`config.mk`:
```
export PLATFORM = sky130hd
export DESIGN_NAME = wb_port_arbiter
export DESIGN_NICKNAME = d
export VERILOG_FILES = /design/src/rtl/wb_port_arbiter.sv
export SDC_FILE = /design/constraint.sdc
export NUM_CORES = 1
export LEC_CHECK = 0
export CORE_UTILIZATION = 42
export DETAILED_ROUTE_END_ITERATION = 16
export PLACE_DENSITY_LB_ADDON = 0.25
export SKIP_LAST_GASP = 1
export SYNTH_ARGS = -nofsm -noshare
export SYNTH_HDL_FRONTEND = slang
export SYNTH_SLANG_ARGS = --single-unit
export TNS_END_PERCENT = 50
```
`constraint.sdc`:
```
create_clock -name clk -period 2.7 [get_ports clk]
set_clock_uncertainty 0.1 [all_clocks]
set_input_delay 0.54 -clock clk [delete_from_list [all_inputs] [get_ports clk]]
set_output_delay 0.54 -clock clk [all_outputs]
set_load 0.005 [all_outputs]
```
`src/rtl/wb_port_arbiter.sv`:
```
// wb_port_arbiter: two-requester register-file write-port arbiter.
// Requester A (ALU writeback) and requester B (load writeback) share one
// write port. Only one of them is accepted in a cycle. When both are valid,
// the priority toggles after each grant, so the two sides alternate. The
// accepted write appears on the wr_* outputs one cycle after it is accepted.
// Optional feature: define WB_ZERO_FILTER_EN to drop writes to register 0.
// Such a write is still accepted and still advances the priority, but it
// never raises wr_en.
module wb_port_arbiter #(
  parameter int DATA_W = 32
) (
  input  logic              clk,
  input  logic              rst,
  input  logic              a_valid,
  input  logic [4:0]        a_addr,
  input  logic [DATA_W-1:0] a_data,
  output logic              a_ready,
  input  logic              b_valid,
  input  logic [4:0]        b_addr,
  input  logic [DATA_W-1:0] b_data,
  output logic              b_ready,
  input  logic              stall,
  output logic              wr_en,
  output logic [4:0]        wr_addr,
  output logic [DATA_W-1:0] wr_data,
  output logic              sel,
  output logic              conflict
);

  typedef enum logic {PRI_A = 1'b0, PRI_B = 1'b1} pri_t;

  pri_t              pri;
  logic              grant_a, grant_b, xfer, take;
  logic [4:0]        acc_addr;
  logic [DATA_W-1:0] acc_data;

  // Grant decode: a side that is valid alone wins; on a tie the prioritised side wins.
  always_comb begin
    grant_a  = 1'b0;
    grant_b  = 1'b0;
    if (!rst && !stall) begin
      grant_a = a_valid && (!b_valid || pri == PRI_A);
      grant_b = b_valid && (!a_valid || pri == PRI_B);
    end
    xfer     = grant_a || grant_b;
    acc_addr = grant_b ? b_addr : a_addr;
    acc_data = grant_b ? b_data : a_data;
`ifdef WB_ZERO_FILTER_EN
    take     = xfer && (acc_addr != 5'd0);
`else
    take     = xfer;
`endif
    a_ready  = grant_a;
    b_ready  = grant_b;
  end

  // Priority FSM and registered write-port outputs.
  // Registered outputs hold their last value when nothing is written.
  always_ff @(posedge clk) begin
    if (rst) begin
      pri      <= PRI_A;
      wr_en    <= 1'b0;
      wr_addr  <= '0;
      wr_data  <= '0;
      sel      <= 1'b0;
      conflict <= 1'b0;
    end else begin
      if (grant_a)      pri <= PRI_B;
      else if (grant_b) pri <= PRI_A;
      wr_en <= take;
      if (take) begin
        wr_addr <= acc_addr;
        wr_data <= acc_data;
        sel     <= grant_b;
      end
      // Same-address collision. The loser keeps its request pending.
      conflict <= a_valid && b_valid && (a_addr == b_addr) && !stall;
    end
  end

endmodule

```
### After elaboration in Yosys (flattened, before gate mapping)

Index checks and enable logic that the tools add are counted.
W data, S select, Z words.

* multiplexer cells: 6
* add/subtract/negate cells: 0
* div/mod/pow operators: 0
* equal/unequal tests: 1
* bitwise logic cells: 1
* order comparisons: 0
* $mul: 0
* shift-type cells: 0
* reduce and logical (&&, ||, !) cells: 14

Operator list (count)
* $mux W32: 1
* $logic_and A1 B1 Y1: 6
* $eq A5 B5 Y1: 1
* $mux W5: 1
* $logic_not A1 Y1: 4
* $mux W1: 4
* $logic_or A1 B1 Y1: 3
* $reduce_bool A2 Y1: 1
* $not A1 Y1: 1

* bits in registers: 41
* bits in latches: 0
* logic and storage cells: 28
* output and inout bits: 42
* ROM bits: 0
* RAM bits: 0
* bits of input ports: 79
* memories: 0

### Longest topological paths before layout

* word-level depth: 6
* gate-level depth with buffers: 5
* depth with buffers taken out: 3

### Worst setup path after synthesis

Ideal clock, no wire load.

* kind: input port to output port
* from: input port rst
* to: output port b_ready
* data arrival time: 1.226 ns
* data required time: 2.060 ns
* buffers on the path: 2
* slack: 0.834 ns
* stages on the path: 4
* cells stage by stage: or2_4 -> buf_6 -> buf_6 -> nor3_2

* word-level cells in the longest chain between the ends: 3

Ends and longest elaborated chain
* from (decl): RTL line 13 `input logic rst,`
* $logic_not A1 Y1: RTL line 41 `if (!rst && !stall) begin`
* $logic_and A1 B1 Y1: RTL line 41
* $mux W1: RTL line 41
* to (decl): RTL line 21 `output logic b_ready,`

Every way passes these cells.

### Worst setup path after layout

* from: input port rst
* to: output port a_ready

* word-level cells in the longest chain between the ends: 3

Ends and longest elaborated chain
* $logic_not A1 Y1: RTL line 41
* $logic_and A1 B1 Y1: RTL line 41
* $mux W1: RTL line 41
* to (decl): RTL line 17 `output logic a_ready,`

Every way passes these cells.

==> impl_metrics.tcl <==
set metrics [dict create \
    hold_path_class "reg2reg" \
    max-cap-violations 0 \
    critPathMaxStageDelay_ps 480 \
    cp_data_required_time_ps 2060 \
    ys.warnings.count 0 \
    r2r_cells 4 \
    dp_hpwl_mm 4.688 \
    fmax_ghz 0.3904 \
    holdPathEnd "sel" \
    port_buffers 120 \
    grt_max_degree 76 \
    synth_common_cells "nor4_1, dfxtp_1, a21oi_1, a2111oi_0, clkbuf_1" \
    critPathKind "in2out" \
    synth_nets 333 \
    drtIter0Drc 244 \
    cts_buffers 5 \
    synth_top_family_by_area "compound AO/OA/AOI/OAI gates" \
    io_pins 121 \
    core-area_um2 4848 \
    htreeDepth 2 \
    ir_drop_uv 344.0 \
    syn2layout_area_growth_pct 58.31 \
    r2r_start "pri" \
    routed_wl_mm 7.627 \
    cp_top_family "buffers and inverters" \
    fin_cells 422 \
    finalSetupViolCount 0 \
    fin_crit_ps 2561 \
    slew_viol_final 0 \
    status "finished clean" \
    num_vias 2662 \
    rrSetupSlack_ps 1170 \
    die_h_um 73.73 \
    grt_setup_unrepaired "false" \
    grt_pass1_wl_mm 11.68 \
    cts_root_buf "clkbuf_8" \
    wl_met3_um 657 \
    ys_seq_area_share_pct 37.98 \
    drt_first_pass_iters 5 \
    cts.clk_slew.worst_paths_ps 70 \
    antenna_found_initial 0 \
    cellPowerDensity_nw_per_um2 421.5 \
    syn-cell-area_um2 2161 \
    synthDistinctLibCells 23 \
    synth_top_area_share_pct 37.98 \
    synth.most_common_cell "nor4_1" \
    cts_buffer_depth 2 \
    synth-xor-area-share_pct 2.027 \
    clock_sinks 41 \
    dpl.cell_count 414 \
    synth-edff-count 0 \
    synth_mux_area_share_pct 0 \
    drive_gt1_share_pct 6.761 \
    wl_met2_mm 3.646 \
    wl_per_cell_um 18.07 \
    rows 25 \
    diodes 0 \
    setup-tns-final_ps 0 \
    ys_seq_elements 41 \
    start_util_pct 44.57 \
    cp.arrival_ps 1920 \
    syn_inst 254 \
    synth_area_leaders "dfxtp_1, nor4_1, a2111oi_0, a21oi_1, clkbuf_1" \
    leakagePower_nw 1.097 \
    globalplace.congestion 0.7450 \
    die_area_um2 5435 \
    hold_viol 0 \
    path_max_fanout 3 \
    yosys.area_share.adder_pct 0 \
    relSlewSlack_pct 48.27 \
    crit_top_cell "clkdlybuf4s50_1" \
    worstSkewPairLatency_ps 280 \
    reg2reg_to "wr_data[17]" \
    endpoint_kind "output port" \
    yosys.area_share.simple_pct 24.38 \
    worstPathCellList "clkdlybuf4s50_1, buf_4, nor2_2, nand3_1, inv_1, clkdlybuf4s50_1" \
    detail_route.vias_per_cell 6.308 \
    hp-start "sel" \
    tightest_slew_ps 776.0 \
    nNetsFinal 433 \
    post-route-period-util_pct 94.86 \
    cts_tree "yes" \
    synthFlopType "dfxtp_1" \
    ant_nets 0 \
    grt_pass1_vias 2340 \
    critPathLaunchType "primary input" \
    route.detailed.drc 0 \
    avgSynthCellArea_um2 8.507 \
    cp_slowest_cell "clkdlybuf4s50_1" \
    grt-ovfl-total 0 \
    grt.total_usage_pct 27.42 \
    synthArstFlopShare_pct 0 \
    met1_length_mm 3.269 \
    holdPathStages 1 \
    crit_path_start "rst" \
    dr.max_layer_used "met4" \
    die_x_um 73.73 \
    synth.largest_area_cell "dfxtp_1" \
    synth_compound_area_share_pct 25.13 \
    path_buf_inv 4 \
]
-- stage by stage --
stage | hold WS [ps] | power [mW] | cell area (µm²) | setup slack (ps) | utilization [%]
after global routing | 416.7 | 1.508 | 3421 | 19.50 | 70.55
after CTS | 394.0 | 1.447 | 3418 | 70.62 | 70.50
after floorplan | 374.0 | 0.8391 | 2161 | 834.3 | -
after global placement | 364.4 | 1.065 | 3338 | 77.50 | 68.85
final | 389.3 | 1.442 | 3421 | 138.7 | 70.55
after detailed placement | 376.5 | 1.070 | 3338 | 70.62 | 68.85
-- power by group --
group          internal [mW]  switching (mW)  leakage, nW
Clock                  0.184           0.195       0.0395
Sequential             0.644          0.0210        0.337
Combinational          0.220           0.178        0.720
Total                   1.05           0.394         1.10
-- repair_timing --
action,in CTS,in global routing
resized for setup,0,1
setup endpoints to repair,0,1
hold buffers,0,0
setup buffers,0,0
-- worst max path at each step --
stage	to	slack (ps)	cells past startpoint
CTS	b_ready	70	4
floorplan	b_ready	830	4
global route	a_ready	20	6
finish	a_ready	140	6
detailed placement	b_ready	70	4
global placement	b_ready	80	4
-- state kept, by name (all words and copies together), names as in the netlist --
name	cells
wr_data	32
wr_addr	5
conflict	1
pri	1
sel	1
wr_en	1
-- area by class of cell --
cell class	count	area (µm²)
multi-input cells	168	1116
fillers	396	1428
flip-flops and latches	41	820.8
repair buffers	133	1301
clock buffers	8	80.08
inverters	5	18.77
well taps	67	83.83
-- cells by family (layout without fill, tap and decap cells) --
logic type	after synthesis	count (layout)
AOI/OAI and AO/OA	78	78
xor gates and xnor gates	5	5
buffers and inverters	45	146
DFF	41	41
and+or+nand+nor	85	85
-- worst register-to-register path, delay by kind of cell (launching register included) --
family | cells | cell delay, ps
DFF | 1 | 330
buffers and inverters | 1 | 390
and+or+nand+nor | 3 | 610
-- layer usage --
metal	GRT usage, %	vias to the layer above
met1	37.37	1276
met3	6.173	8
met2	43.93	141
met5	0	-
li1	-	1237
met4	6.410	0
-- placed cells by master, fill, tap and decap left out, drive strengths merged --
cell type,count
clkbuf,8
nor4,75
dlymetal6s2s,1
or2,2
nor3,1
and2b,1
a311oi,1
dfxtp,41
inv,5
a2111oi,37
clkdlybuf4s50,119
xnor2,5
a31o,1
buf,13
nand3,2
a21oi,39
nand2,3
nor2,1
(Power assumes the default switching activity.)
